[src/rtl/bcast_bus_pkg.sv]
// Shared definitions for the broadcast bus pipeline: counter width,
// default lane geometry, the default-width stage record and a clog2 helper.
package bcast_bus_pkg;

    localparam int CNT_WIDTH      = 16;
    localparam int DEF_N_SRC      = 16;
    localparam int DEF_N_DST      = 16;
    localparam int DEF_DATA_WIDTH = 16;

    // One pipeline slot at the default geometry. Instances with other widths
    // declare the same record shape locally from their own parameters.
    typedef struct packed {
        logic                      valid;
        logic [DEF_DATA_WIDTH-1:0] data;
        logic                      coll;
        logic [DEF_N_DST-1:0]      dst_en;
    } bcast_stage_t;

    // Ceiling log2, usable in constant expressions.
    function automatic int clog2(input int value);
        int result;
        result = 0;
        while ((1 << result) < value) begin
            result = result + 1;
        end
        return result;
    endfunction

endpackage

[src/rtl/bcast_prio_sel.sv]
// Fixed-priority source selector: lowest requesting lane wins, and a
// collision flag is raised when more than one lane requests at once.
// Purely combinational; lane count comes from N_SRC.
module bcast_prio_sel
    import bcast_bus_pkg::*;
#(
    parameter int N_SRC      = 16,
    parameter int DATA_WIDTH = 16
) (
    input  logic [N_SRC-1:0]            valid_in,
    input  logic [N_SRC*DATA_WIDTH-1:0] data_in,
    output logic                        sel_valid,
    output logic [DATA_WIDTH-1:0]       sel_data,
    output logic                        coll
);

    localparam int POP_W = clog2(N_SRC + 1);

    // seen[i] is set when some lane below i is requesting; pick[i] carries
    // the word chosen among lanes below i. Unpacked so each link is its own net.
    logic                  seen [N_SRC+1];
    logic [DATA_WIDTH-1:0] pick [N_SRC+1];
    logic [POP_W-1:0]      pop;

    assign seen[0] = 1'b0;
    assign pick[0] = '0;

    for (genvar i = 0; i < N_SRC; i++) begin : g_lane
        assign seen[i+1] = seen[i] | valid_in[i];
        assign pick[i+1] = (valid_in[i] && !seen[i])
                         ? data_in[i*DATA_WIDTH +: DATA_WIDTH]
                         : pick[i];
    end

    assign sel_valid = seen[N_SRC];
    assign sel_data  = pick[N_SRC];

    // Count requesting lanes; two or more means a collision.
    always_comb begin
        pop = '0;
        for (int i = 0; i < N_SRC; i++) begin
            pop = pop + POP_W'(valid_in[i]);
        end
    end

    assign coll = (pop > POP_W'(1));

endmodule

[src/rtl/bcast_bus_pipe.sv]
// Parametrised row/column broadcast bus: picks one source word by fixed
// priority and fans it out to N_DST destinations through PIPELINE_DEPTH
// register stages, with per-destination enables, global stall and
// collision reporting.
// Optional: define BCAST_BUS_COLLISION_CNT_EN to add a saturating
// collision_cnt output.
module bcast_bus_pipe
    import bcast_bus_pkg::*;
#(
    parameter int N_SRC          = DEF_N_SRC,
    parameter int N_DST          = DEF_N_DST,
    parameter int DATA_WIDTH     = DEF_DATA_WIDTH,
    parameter int PIPELINE_DEPTH = 1,
    parameter int HOLD_LAST      = 0
) (
    input  logic                        clk,
    input  logic                        rst_n,
    input  logic [N_SRC-1:0]            valid_in,
    input  logic [N_SRC*DATA_WIDTH-1:0] data_in,
    input  logic [N_DST-1:0]            dst_en,
    input  logic                        stall,
    output logic [N_DST-1:0]            valid_out,
    output logic [N_DST*DATA_WIDTH-1:0] data_out,
    output logic                        collision
`ifdef BCAST_BUS_COLLISION_CNT_EN
    ,
    output logic [CNT_WIDTH-1:0]        collision_cnt
`endif
);

    if (PIPELINE_DEPTH < 1) begin : g_bad_depth
        $error("bcast_bus_pipe: PIPELINE_DEPTH must be at least 1");
    end

    // Same record shape as the package default, sized by this instance.
    typedef struct packed {
        logic                  valid;
        logic [DATA_WIDTH-1:0] data;
        logic                  coll;
        logic [N_DST-1:0]      dst_en;
    } stage_t;

    logic                        sel_valid;
    logic [DATA_WIDTH-1:0]       sel_data;
    logic                        sel_coll;

    stage_t                      stage_q [PIPELINE_DEPTH];
    stage_t                      stage_d [PIPELINE_DEPTH];
    stage_t                      out_stage;
    stage_t                      out_next;

    logic [N_DST*DATA_WIDTH-1:0] data_q;
    logic [N_DST*DATA_WIDTH-1:0] data_d;

    bcast_prio_sel #(
        .N_SRC      (N_SRC),
        .DATA_WIDTH (DATA_WIDTH)
    ) u_sel (
        .valid_in  (valid_in),
        .data_in   (data_in),
        .sel_valid (sel_valid),
        .sel_data  (sel_data),
        .coll      (sel_coll)
    );

    // Stage 0 takes the freshly selected word; every later stage takes its predecessor.
    always_comb begin
        stage_d[0].valid  = sel_valid;
        stage_d[0].data   = sel_data;
        stage_d[0].coll   = sel_coll;
        stage_d[0].dst_en = dst_en;
        for (int k = 1; k < PIPELINE_DEPTH; k++) begin
            stage_d[k] = stage_q[k-1];
        end
    end

    // Pipeline registers advance together and freeze together on stall.
    always_ff @(posedge clk or negedge rst_n) begin
        if (!rst_n) begin
            for (int k = 0; k < PIPELINE_DEPTH; k++) begin
                stage_q[k] <= '0;
            end
        end else if (!stall) begin
            for (int k = 0; k < PIPELINE_DEPTH; k++) begin
                stage_q[k] <= stage_d[k];
            end
        end
    end

    assign out_stage = stage_q[PIPELINE_DEPTH-1];
    assign out_next  = stage_d[PIPELINE_DEPTH-1];

    // Per-lane data register tracks the word entering the output stage, so
    // idle lanes can either clear or keep their last word.
    always_comb begin
        data_d = data_q;
        for (int j = 0; j < N_DST; j++) begin
            if (out_next.valid && out_next.dst_en[j]) begin
                data_d[j*DATA_WIDTH +: DATA_WIDTH] = out_next.data;
            end else if (HOLD_LAST == 0) begin
                data_d[j*DATA_WIDTH +: DATA_WIDTH] = '0;
            end
        end
    end

    // Output data lanes share the pipeline's load enable.
    always_ff @(posedge clk or negedge rst_n) begin
        if (!rst_n) begin
            data_q <= '0;
        end else if (!stall) begin
            data_q <= data_d;
        end
    end

    assign valid_out = {N_DST{out_stage.valid}} & out_stage.dst_en;
    assign data_out  = data_q;
    assign collision = out_stage.valid & out_stage.coll;

`ifdef BCAST_BUS_COLLISION_CNT_EN
    logic [CNT_WIDTH-1:0] cnt_q;

    // Count collisions leaving the output stage, sticking at all-ones.
    always_ff @(posedge clk or negedge rst_n) begin
        if (!rst_n) begin
            cnt_q <= '0;
        end else if (!stall && collision && (cnt_q != {CNT_WIDTH{1'b1}})) begin
            cnt_q <= cnt_q + CNT_WIDTH'(1);
        end
    end

    assign collision_cnt = cnt_q;
`endif

endmodule

[config.mk]
export PLATFORM = sky130hd
export DESIGN_NAME = bcast_bus_pipe
export DESIGN_NICKNAME = d
export VERILOG_FILES = /design/src/rtl/bcast_bus_pkg.sv /design/src/rtl/bcast_prio_sel.sv /design/src/rtl/bcast_bus_pipe.sv
export SDC_FILE = /design/constraint.sdc
export NUM_CORES = 1
export LEC_CHECK = 0
export CORE_AREA = 3 3 216 218
export DETAILED_ROUTE_END_ITERATION = 7
export DIE_AREA = 0 0 219 221
export PLACE_DENSITY = 0.64
export SLEW_MARGIN = 30
export SYNTH_ARGS = -nofsm -noshare
export SYNTH_HDL_FRONTEND = slang
export SYNTH_SLANG_ARGS = --single-unit
[constraint.sdc]
create_clock -name clk -period 1.6 [get_ports clk]
set_input_delay 0.32 -clock clk [delete_from_list [all_inputs] [get_ports clk]]
set_output_delay 0.32 -clock clk [all_outputs]
set_load 0.03 [all_outputs]
Yosys cells after proc, flatten, opt, wreduce, memory -nomap -nowiden
Cells that the tools add are included.

Bits in registers: 274. Input port bits: 291. Output and inout bits: 273.

Add/subtract/negate cells: 15. Order comparisons: 1. Muxes and demuxes: 32. Bitwise gates (word level): 17. Reduce and logical (&&, ||, !) cells: 46.

Operator list (number): 2-to-1 mux 16 bit (32); adder 5 x 1 -> 5 bit (14); logical AND 1 bit (31); bitwise AND 16 bit (1); zero test 1 bit (15); OR 1 bit (15); > comparator 5 x 1 -> 1 bit (second input constant) (1); adder 1 x 1 -> 2 bit (1); bitwise AND 1 bit (1).

Longest topological paths before layout
Depth after elaboration: 18. Mapped depth: 16.

Hierarchy
A second synthesis with hierarchy kept.

Cells, all modules: 1499. Area, all modules: 13385.3 um^2.

By module, submodules not included: bcast_bus_pipe (instances 1, cells each 953, area an instance 10067.2 um^2, sequential area each 6856.6 um^2); bcast_prio_sel (instances 1, cells each 546, area an instance 3318.2 um^2, sequential area each 0.0 um^2).

Worst setup path after synthesis
Ideal clock, no wire load.

Path kind: in2reg. Start: input valid_in[8]. End: register stage_q (netlist bit out_stage[16]). Setup time: 77 ps. Data arrival time: 4007 ps. Data required time: 1523 ps. Setup slack: -2484 ps. Stages: 14. Buffers on the path: 3. Cell sequence: buf_2 -> buf_2 -> buf_2 -> inv_1 -> fa_1 -> fa_1 -> fa_1 -> fa_1 -> inv_1 -> fa_1 -> inv_1 -> fa_1 -> nor4b_1 -> a21oi_1.

Longest elaborated chain between the ends: 9.

RTL lines: from (decl) (RTL line bcast_bus_pipe.sv:18) `input logic [N_SRC-1:0] valid_in,`; adder 5 x 1 -> 5 bit (8 in series) (RTL line bcast_prio_sel.sv:42) `pop = pop + POP_W'(valid_in[i]);`; > comparator 5 x 1 -> 1 bit (RTL line bcast_prio_sel.sv:46) `assign coll = (pop > POP_W'(1));`; to (signal, indexed assignment) (RTL line bcast_bus_pipe.sv:85) `stage_q[k] <= stage_d[k];`; to (decl) (RTL line bcast_bus_pipe.sv:47) `stage_t stage_q [PIPELINE_DEPTH];`.

Every way passes these cells. A chain may end at the register's enable or synchronous reset.

Final worst setup path
Start: input valid_in[1]. End: register stage_q (netlist bit out_stage[16]).

Longest elaborated chain between the ends: 16.

RTL lines (RTL line): adder 1 x 1 -> 2 bit (bcast_prio_sel.sv:42); adder 5 x 1 -> 5 bit (14 in series) (bcast_prio_sel.sv:42); > comparator 5 x 1 -> 1 bit (bcast_prio_sel.sv:46).

Every way passes these cells.

==> results.md <==
* Status: finished, violations left
* Failing checks: negative setup slack
* Commonest cells post-synth: 358 x nand2_1, 274 x dfrtp_1, 156 x o21ai_0
* Top_reg_cell synth: dfrtp_1
* Critical path class: in -> reg
* # setup viols final at 275
* Top post-synthesis cells by area: dfrtp_1 48%, nand2_1 9.5%, o21ai_0 5.5%
* Final instance area at between 20,000 and 30,000 um2
* Async S/R FF share, synth at 100%
* Core ar. at 45,100 um2
* Worst slew margin at a little under three fifths
* R2r worst-path depth at 2
* Post-detail-place hpwl at ~54 mm
* Placement Rows at between 70 and 80
* Die width at roughly 220 um
* Actual slew at the worst max-slew pin at about 0.66 ns
* R2R Setup Slk at between 0.5 and 0.6 ns
* WHS Endpoint: out_stage[13]$_DFFE_PN0N_
* First-pass GRT wire length at ~110 mm
* Yosys cell types at between 70 and 80
* Worst path required time at ~2.1 ns
* CTS Root Cell: clkbuf_16
* Post-Syn Instances at between 1,500 and 2,000
* Pleak at 14.9 nW
* Number of synthesized flops with an enable pin at 0
* Critical Path End Type: flop
* Drt pass-1 iters at 5
* IO Pins at about 560
* Synth area leader: dfrtp_1
* CP Launch Type: input port
* Place WS at -2.86 ns
* Worst r2r src: out_stage[33]$_DFFE_PN0N_
* Tcrit/Tclk final at 208%
* Post-Route Utilization at roughly 60%
* DR DRC count at 0
* Share of layout cells above drive strength 1 at 35.1%
* Critical-path maximum fanout at 2
* Synth Cell Area at 14,200 um2
* HP Start: stall
* Slew Viols, Final at 0
* Placer's final routability congestion estimate at 1.04
* Routed vias/inst at about 5.5
* Worst endpoint data arrival time at roughly 3.8 ns
* Fmax at approximately 300 MHz
* Synth top area share at 48.4%
* Flops & latches, synth at 274
* Initial DRC Count at about 1,600
* Initial Utilization at around a third
* Power per Cell Area at approximately 830 nW/um2
* Worst Hold Path Cells at 3
* GRT Overall Usage at a little under a third
* Final min period at ~3.3 ns
* Die ar. at 48,400 um2
* IR drop worst, VDD at around 0.8 mV
* Post-route ant nets at 0
* Total Wirelength at 82.0 mm
* Max_cap viols at 0
* RSZ-0062 raised after global routing: true
* Sequential area share after synthesis at 48.4%
* CTS tree: done
* Final hold viol count at 0
* Clock tree buffer depth at 3
* Largest net degree at the start of global routing at 53
* Non-Filler Instances at slightly below 3,000
* Initial antenna violation count at 15
* # H-tree levels at 1
* Number of global-route vias before repair at about 16,000
* Clk slew on worst S/H paths at 0.08 ns
* Worst min path class: in -> reg
* Area growth from synthesis to layout at 91.0%
* Mean Syn Cell Area at 9.00 um2
* Post-synth net total at 1,880
* Final layout net count at ~2,600
* Die H at ~220 um
* FILL cells at around 3,700
* Placed cell count at roughly 2,800
* Via count at about 16,000
* GRT overflow at 0
* Setup ws final at -1.73 ns
* CTS Buf Count at 26
* Worst reg2reg endpoint: out_stage[33]$_DFFE_PN0N_
* Yosys Warn Count at 0
* Placed Instance Area at around 22,000 um2
* Clock Latency Late Sink at 0.52 ns
* Clk_skew at 0 ns
* Top-count cell post-synth: nand2_1
* Routed length per instance at approximately 28 um
* # port buffers at about 560
* CTS sink count at between 200 and 300
## cell families (layout without fill, tap and decap cells)
kind of cell / after synthesis / count (layout) / synth area share [%]
and+or+nand+nor: 567 / 582 / 19.4
AOI/OAI and AO/OA: 531 / 532 / 23.6
DFF: 274 / 274 / 48.4
buffers and inverters: 179 / 949 / 6.20
adders and majority gates: 17 / 17 / 2.03
muxes: 4 / 4 / 0.309
other: 0 / 7 / 0
## cell usage in the layout (no fill, tap or decap), types with 11 or more instances in the layout
cell	instances
a211o_1	22
a21oi_1	67
a22oi_1	13
and2_1	22
and2_4	19
buf_12	64
buf_2	14
buf_4	159
buf_6	56
buf_8	11
clkbuf_16	37
clkdlybuf4s50_1	273
dfrtp_1	273
dlymetal6s2s_1	226
inv_1	45
nand2_1	351
nand2b_1	33
nand2b_4	21
nand3_1	13
nand3b_1	12
nor2_1	30
nor2b_1	16
o21ai_1	36
o21ai_2	231
o21ai_4	18
o32ai_4	14
## worst max-delay path, cell delays in order
cell,delay [ns]
buf_8,0.08
inv_4,0.03
ha_4,0.25
inv_2,0.03
fa_1,0.46
fa_1,0.52
fa_1,0.43
fa_1,0.51
inv_2,0.04
fa_2,0.34
inv_2,0.08
fa_2,0.42
nor4b_4,0.14
a21oi_1,0.16
## area by class of cell
type / instances / area, um2 / area share (%)
sequential: 274 / 6860 / 25.4
multi-input combinational: 1135 / 8620 / 31.9
tap: 600 / 751 / 2.78
inverter: 55 / 216 / 0.801
clock inverter: 5 / 66.3 / 0.245
clock buffer: 40 / 773 / 2.86
timing repair buffer: 849 / 9730 / 36.0
antenna: 7 / 17.5 / 0.0648
## sequential cells by signal (all words and copies together) (netlist names)
| signal | flops |
|---|---|
| data_out | 256 |
| out_stage | 18 |
## metrics by stage
step	power (W)	hold slack, ns	TNS, ns
6_report	0.0225	0.207	-116.11
5_1_grt	0.0233	0.228	-127.09
4_1_cts	0.0218	0.175	-153.60
3_5_place_dp	0.0151	0.251	-362.08
3_3_place_gp	0.0150	0.252	-360.36
2_1_floorplan	0.0113	0.0244	-156.01
## per-layer routing
layer / vias up / wire length (um) / GRT usage (%)
met4: 14 / 5850 / 17.5
met3: 258 / 5780 / 5.27
met1: 8095 / 29300 / 34.2
li1: 7024 / - / -
met2: 915 / 41000 / 54.8
met5: - / 102 / 0
## worst max-delay path by stage
stage | slack, ns | endpoint | depth (start not counted) | startpoint
finish | -1.73 | out_stage[16]$_DFFE_PN0N_ | 14 | valid_in[1]
CTS | -1.79 | out_stage[16]$_DFFE_PN0N_ | 14 | valid_in[0]
global placement | -2.85 | out_stage[16]$_DFFE_PN0N_ | 14 | valid_in[0]
global route | -1.80 | out_stage[16]$_DFFE_PN0N_ | 14 | valid_in[0]
floorplan | -2.33 | out_stage[16]$_DFFE_PN0N_ | 14 | valid_in[8]
detailed placement | -2.86 | out_stage[16]$_DFFE_PN0N_ | 15 | valid_in[0]
## timing repair
action | 4_1_cts | 5_1_grt
endpoints found under the hold margin | 33 | 0
endpoints found under the setup margin | 528 | 519
resized for setup | 287 | 612
hold buffers | 1 | 0
cloned | 30 | 12
pin swaps | 65 | 99
buffers inserted | 60 | 29
## power breakdown
| group | switching (W) | total (W) | internal [W] | leakage (nW) |
|---|---|---|---|---|
| Clock | 0.00268 | 0.00616 | 0.00348 | 0.404 |
| Sequential | 0.000417 | 0.00801 | 0.00759 | 3.61 |
| Combinational | 0.00468 | 0.00836 | 0.00368 | 10.8 |
(Power assumes the default switching activity.)
==> variant 1, RTL diff (same settings) <==
Change the package constant `DEF_N_DST` from 16 to 8.
--- a/src/rtl/bcast_bus_pkg.sv
+++ b/src/rtl/bcast_bus_pkg.sv
@@ -4,7 +4,7 @@
 
     localparam int CNT_WIDTH      = 16;
     localparam int DEF_N_SRC      = 16;
-    localparam int DEF_N_DST      = 16;
+    localparam int DEF_N_DST      = 8;
     localparam int DEF_DATA_WIDTH = 16;
 
     // One pipeline slot at the default geometry. Instances with other widths
Interface: changed (resized data_out, dst_en and valid_out); port bits go from 564 to 420. No check against the original RTL was run, so the function may have changed too.
==> variant 1 against the original RTL <==
- the run still ends with setup timing left
- via count decreased by 27%
- wire length decreased by 32%
- synthesized area decreased by 35%
- setup slack worse by 0.10 ns
- total power down 42%
- critical endpoint is now out_stage[8]$_DFFE_PN0N_
- worst hold slack improved by 0.033 ns
- combinational power decreased by 39%
- sequential power down 49%
- cell area fell by 32%
- sequential cell count fell by 136
==> variant 1: results (changes against the original RTL) <==
Status
  • Outcome: finished, violations left
  • Failing checks: setup timing

GRT
  • Largest net degree at the start of global routing: 38 (-28%)
  • Initial antenna violation count: 17 (+2)
  • Met3 usage: 5.479% (+0.21 points)
  • Vias in the first global route: 12270 (-25%)
  • GR Util met2: 40.15% (-15 points)
  • Global routing met1 resource utilization: 25.67% (-8.6 points)
  • First-pass GRT wire length: 79.67 mm (-27%)
  • GRT Total Usage: 22.07% (-8.6 points)

Logic synthesis
  • Yosys warning total: 0 (unchanged)
  • Distinct cells, synth: 74 (+4.2%)
  • Top cells by area, synth: dfrtp_1 37%, nand2_1 7.9%, nand3_1 4.4%, o21ai_1 4.3%, a21oi_1 3.3%
  • Post-synth net total: 1417 (-25%)
  • Sequential-to-total area share from yosys stat: 37.27% (-11 points)
  • Async S/R FF share, synth: 100.0% (unchanged)
  • Synth top cells by count: 195 x nand2_1, 138 x dfrtp_1, 81 x nand3_1, 80 x o21ai_1, 62 x a21oi_1
  • Gate count of the mapped netlist: 1117 (-29%)
  • Most used DFF post-synth: dfrtp_1

Worst setup path
  • Worst R2R Start: data_out[90]$_DFFE_PN0N_
  • R2r setup slk: 0.66 ns (+0.13 ns)
  • Crit. Startpoint: valid_in[0]
  • Terminus of the critical flop-to-flop path: data_out[90]$_DFFE_PN0N_
  • Crit-path slowest cell: fa_1
  • Critical Path End: out_stage[8]$_DFFE_PN0N_
  • CP delay by family, top: adder cells
  • Crit path DAT: 3.80 ns (about the same)

Timing
  • Setup WS post-layout: -1.827 ns (-0.1003 ns)
  • Setup TNS: -71.55 ns (+44.56 ns)
  • Final setup vio count: 231 (-16%)
  • Slew HR: 62.78% (+7.4 points)

Detailed routing
  • Final WL: 55.42 mm (-32%)
  • Met2 WL post-DR: 28.51 mm (-31%)
  • Routed len/inst: 23.44 um (-15%)
  • Metal1 wirelength: 21.31 mm (-27%)
  • Via/cell ratio: 5.061 (-8.0%)
  • Met3 WL post-DR: 4.054 mm (-30%)
  • Iteration-0 DRC Markers: 741 (-52%)
  • First drt pass iteration count: 5 (unchanged)

Clock tree
  • Worst skew pair latency: 0.44 ns (-0.08 ns)
  • # H-tree levels: 4 (+3)
  • Post-CTS Repair Setup Buffers: 46 (-23%)
  • CTS Buf Count: 17 (-35%)
  • CTS Hold Buffers Added: 1 (unchanged)
  • Post_cts resized: 211 (-26%)
  • CTS max path bufs: 2 (-1)

Placed design
  • Dpl cells: 2267 (-19%)
  • HPWL Detailed: 43.57 mm (-19%)
  • Dpl ws: -2.809 ns (+0.05597 ns)
  • Gp weighted congestion: 0.9035 (-13%)
  • Placed instance area: 16190 um^2 (-27%)
  • Port buffer count: 419 (-26%)

Power
  • LEAKAGE: 7.703 nW (-48%)
  • Maximum vdd drop: 0.5968 mV (-24%)

Cells and area
  • Fin area: 18330 um^2 (-32%)
  • Post-layout net count: 2044 (-23%)
  • Fillers: 4452 (+22%)
  • Share of layout cells above drive strength 1: 30.45% (-4.7 points)
  • Largest register FFs: 128 (-50%)

Hold path
  • Path type of the worst min-delay path: in -> reg
variant 1: changes by cell type after synthesis, sizes merged, moves of 24 or more:
cell | unedited run | this run
nand4 | 2 | 34
nand2 | 360 | 195
buf | 58 | 29
and2 | 41 | 17
nand3 | 19 | 82
o21ai | 294 | 106
inv | 55 | 25
dfrtp | 274 | 138
variant 1: cell type report:
class | count | area share [%]
diodes | 7 | 0.09558
repair buffers | 690 | 37.96
flip-flops and latches | 138 | 18.84
clock buffers | 18 | 2.342
well taps | 600 | 4.096
inverters | 25 | 0.5393
multi-input cells | 872 | 35.36
clock inverters | 14 | 0.7714
variant 1: tightest hold or removal path, delay by kind of cell:
family | cells | cell delay, ns
AOI/OAI and AO/OA | 1 | 0.05
and+or+nand+nor | 1 | 0.07
buffers and inverters | 1 | 0.18
variant 1: cells by family (layout without fill, tap and decap cells):
kind of cell	count (synthesis)	after routing	share of synthesized area (%)
adders and majority gates	17	17	3.106
DFF	138	138	37.27
muxes	2	2	0.2430
and+or+nand+nor	472	474	26.03
other	0	7	0
AOI/OAI and AO/OA	377	379	28.41
buffers and inverters	111	747	4.942
variant 1: how the worst min path moves through the flow:
stage / cells after the start / end / from / slack, ns
after floorplan: 0 / data_out[0]$_DFFE_PN0N_ / rst_n / 0.02
after global placement: 1 / data_out[122]$_DFFE_PN0N_ / rst_n / 0.28
after detailed placement: 1 / data_out[25]$_DFFE_PN0N_ / rst_n / 0.28
after CTS: 3 / data_out[73]$_DFFE_PN0N_ / stall / 0.22
after global routing: 3 / data_out[57]$_DFFE_PN0N_ / stall / 0.24
final: 3 / data_out[73]$_DFFE_PN0N_ / stall / 0.24
variant 1: power breakdown:
part	internal, W	switching (W)
registers	0.00382	0.000232
logic	0.00252	0.00258
clock network	0.00218	0.00171
==> variant 2, RTL diff (same flow settings) <==
Made on the original files. The option `BCAST_BUS_COLLISION_CNT_EN` is turned on by a define.
--- a/src/rtl/bcast_bus_pipe.sv
+++ b/src/rtl/bcast_bus_pipe.sv
@@ -4,6 +4,8 @@
 // collision reporting.
 // Optional: define BCAST_BUS_COLLISION_CNT_EN to add a saturating
 // collision_cnt output.
+`define BCAST_BUS_COLLISION_CNT_EN
+
 module bcast_bus_pipe
     import bcast_bus_pkg::*;
 #(
New outputs: collision_cnt. Check against the original RTL: not settled (the Yosys comparison gave no result); the edit may change what the design does.
==> variant 2 against the original RTL <==
- the flow still finishes with violations (setup timing)
- utilization up 0.61 points
- sequential share of layout area up 1.2 points
- worst hold slack better by 0.0027 ns
- sequential cell count up 16
- setup slack worse by 0.15 ns
- cell count up 2.5%
- wire length down 1.2%
- synthesized area up 3.6%
- total power up 5.8%
- cell area up 1.0%
- non-clock buffer count up 59
- critical path type unchanged
- critical endpoint unchanged
- largest cell class unchanged
- highest routed layer unchanged
==> variant 2: results (changes against the original RTL) <==
Detailed routing
  • Via/cell ratio: 5.497 (about the same)
  • First drt pass iteration count: 5 (unchanged)
  • Final WL: 81.08 mm (-1.2%)
  • Iteration-0 DRC Markers: 1526 (-2.1%)

Worst setup path
  • Crit path DAT: 3.90 ns (+0.09 ns)
  • CP max FO: 2 (unchanged)

Logic synthesis
  • Adder-Cell Fraction of Synth Area: 2.047% (+0.014 points)
  • Top cells by area, synth: dfrtp_1 49%, nand2_1 10%, o21ai_1 6.6%, a22oi_1 2.3%, clkbuf_1 2.2%
  • Post-synth net total: 1911 (+1.6%)
  • Multiplexer share of the synthesized area: 0.9213% (+0.61 points)
  • Sequential-to-total area share from yosys stat: 49.48% (+1.0 points)
  • Xor and xnor area share after synthesis: 0.8958% (+0.90 points)
  • Synth Area in Compound Gates: 21.94% (-1.7 points)
  • Most frequent cell after synthesis: nand2_1
  • Gate count of the mapped netlist: 1602 (+1.9%)
  • Distinct cells, synth: 80 (+13%)
  • Synth top cells by count: 390 x nand2_1, 290 x dfrtp_1, 194 x o21ai_1, 85 x clkbuf_1, 49 x nor2_1

Clock tree
  • Worst-path clk slew: 0.06 ns (-0.02 ns)
  • Worst skew pair latency: 0.55 ns (+0.03 ns)
  • CTS Hold Buffers Added: 1 (unchanged)
  • Post_cts resized: 238 (-17%)
  • # H-tree levels: 1 (unchanged)
  • CTS Buf Count: 28 (+7.7%)
  • Post-CTS Repair Setup Buffers: 55 (-8.3%)
  • CTS root buf: clkbuf_16
  • CTS max path bufs: 3 (unchanged)

Placed design
  • Dpl ws: -2.977 ns (-0.1123 ns)
  • Port buffer count: 579 (+2.8%)
  • HPWL Detailed: 59.51 mm (+11%)
  • Placed instance area: 23080 um^2 (+4.7%)
  • Gp weighted congestion: 1.012 (-2.5%)
  • Dpl cells: 2884 (+3.0%)

Status
  • Failing checks: setup timing
  • Outcome: finished, violations left

Cells and area
  • Fin area: 27310 um^2 (+1.0%)
  • Fillers: 3700 (+1.2%)
  • Largest register FFs: 256 (unchanged)
  • Post-layout net count: 2725 (+2.9%)
  • Share of layout cells above drive strength 1: 36.73% (+1.6 points)
  • Non-Filler Instances: 3039 (+2.5%)

Timing
  • Setup TNS: -153.72 ns (-37.61 ns)
  • Final setup vio count: 284 (+3.3%)
  • Slew HR: 40.62% (-15 points)
  • Clock Skew: 0.01061 ns (+0.01061 ns)
  • Setup WS post-layout: -1.875 ns (-0.1477 ns)

GRT
  • Vias in the first global route: 16710 (+2.7%)
  • GRT Total Usage: 30.98% (+0.30 points)
  • Initial antenna violation count: 12 (-3)
  • First-pass GRT wire length: 111.5 mm (+1.7%)
  • Met3 usage: 6.592% (+1.3 points)
  • Largest net degree at the start of global routing: 134 (+150%)
  • Global routing met1 resource utilization: 35.68% (+1.5 points)
  • GR Util met2: 53.52% (-1.2 points)

Power
  • Maximum vdd drop: 0.8150 mV (+4.0%)
  • LEAKAGE: 14.63 nW (-1.5%)

Job
  • Maxcap violations: 0 (unchanged)
[variant 2: layout make-up]
type                            instances  area share, %
Antenna cell                            2        0.01832
Clock buffer                           45          3.133
Clock inverter                          6         0.2245
Inverter                               33         0.4810
Multi-Input combinational cell       1155          31.02
Sequential cell                       290          26.62
Tap cell                              600          2.749
Timing Repair Buffer                  908          35.76
[variant 2: worst paths after layout]
check / startpoint / to / slack, ns / cells past startpoint
max: valid_in[0] / out_stage[16]$_DFFE_PN0N_ / -1.87 / 16
max in group asynchronous: rst_n / collision_cnt[3]$_DFFE_PN0P_ / 0.64 / 3
max reg2reg: out_stage[33]$_DFFE_PN0N_ / collision_cnt[10]$_DFFE_PN0P_ / -0.12 / 8
min in group asynchronous: rst_n / data_out[23]$_DFFE_PN0N_ / 0.29 / 2
min reg2reg: data_out[85]$_DFFE_PN0N_ / data_out[85]$_DFFE_PN0N_ / 0.47 / 2
min: stall / out_stage[9]$_DFFE_PN0N_ / 0.21 / 4
[variant 2: metal layers]
metal	vias up	wire length, um
li1	7292	-
met1	8270	30020
met2	886	39130
met3	243	6295
met4	14	5531
met5	-	104
[variant 2: worst max-delay path, delay by kind of cell]
kind	cells	cell delay [ns]
fa+ha+maj	7	2.69
compound gates	1	0.15
mux	2	0.43
simple gates	1	0.05
buf+inv	5	0.26
[variant 2: power by group]
| part | leakage, nW | switching, W | internal, W | total, W |
|---|---|---|---|---|
| Clock | 0.449 | 0.00278 | 0.00381 | 0.00659 |
| Combinational | 10.4 | 0.00480 | 0.00384 | 0.00864 |
| Sequential | 3.82 | 0.000536 | 0.00808 | 0.00862 |
| Total | 14.6 | 0.00811 | 0.0157 | 0.0238 |
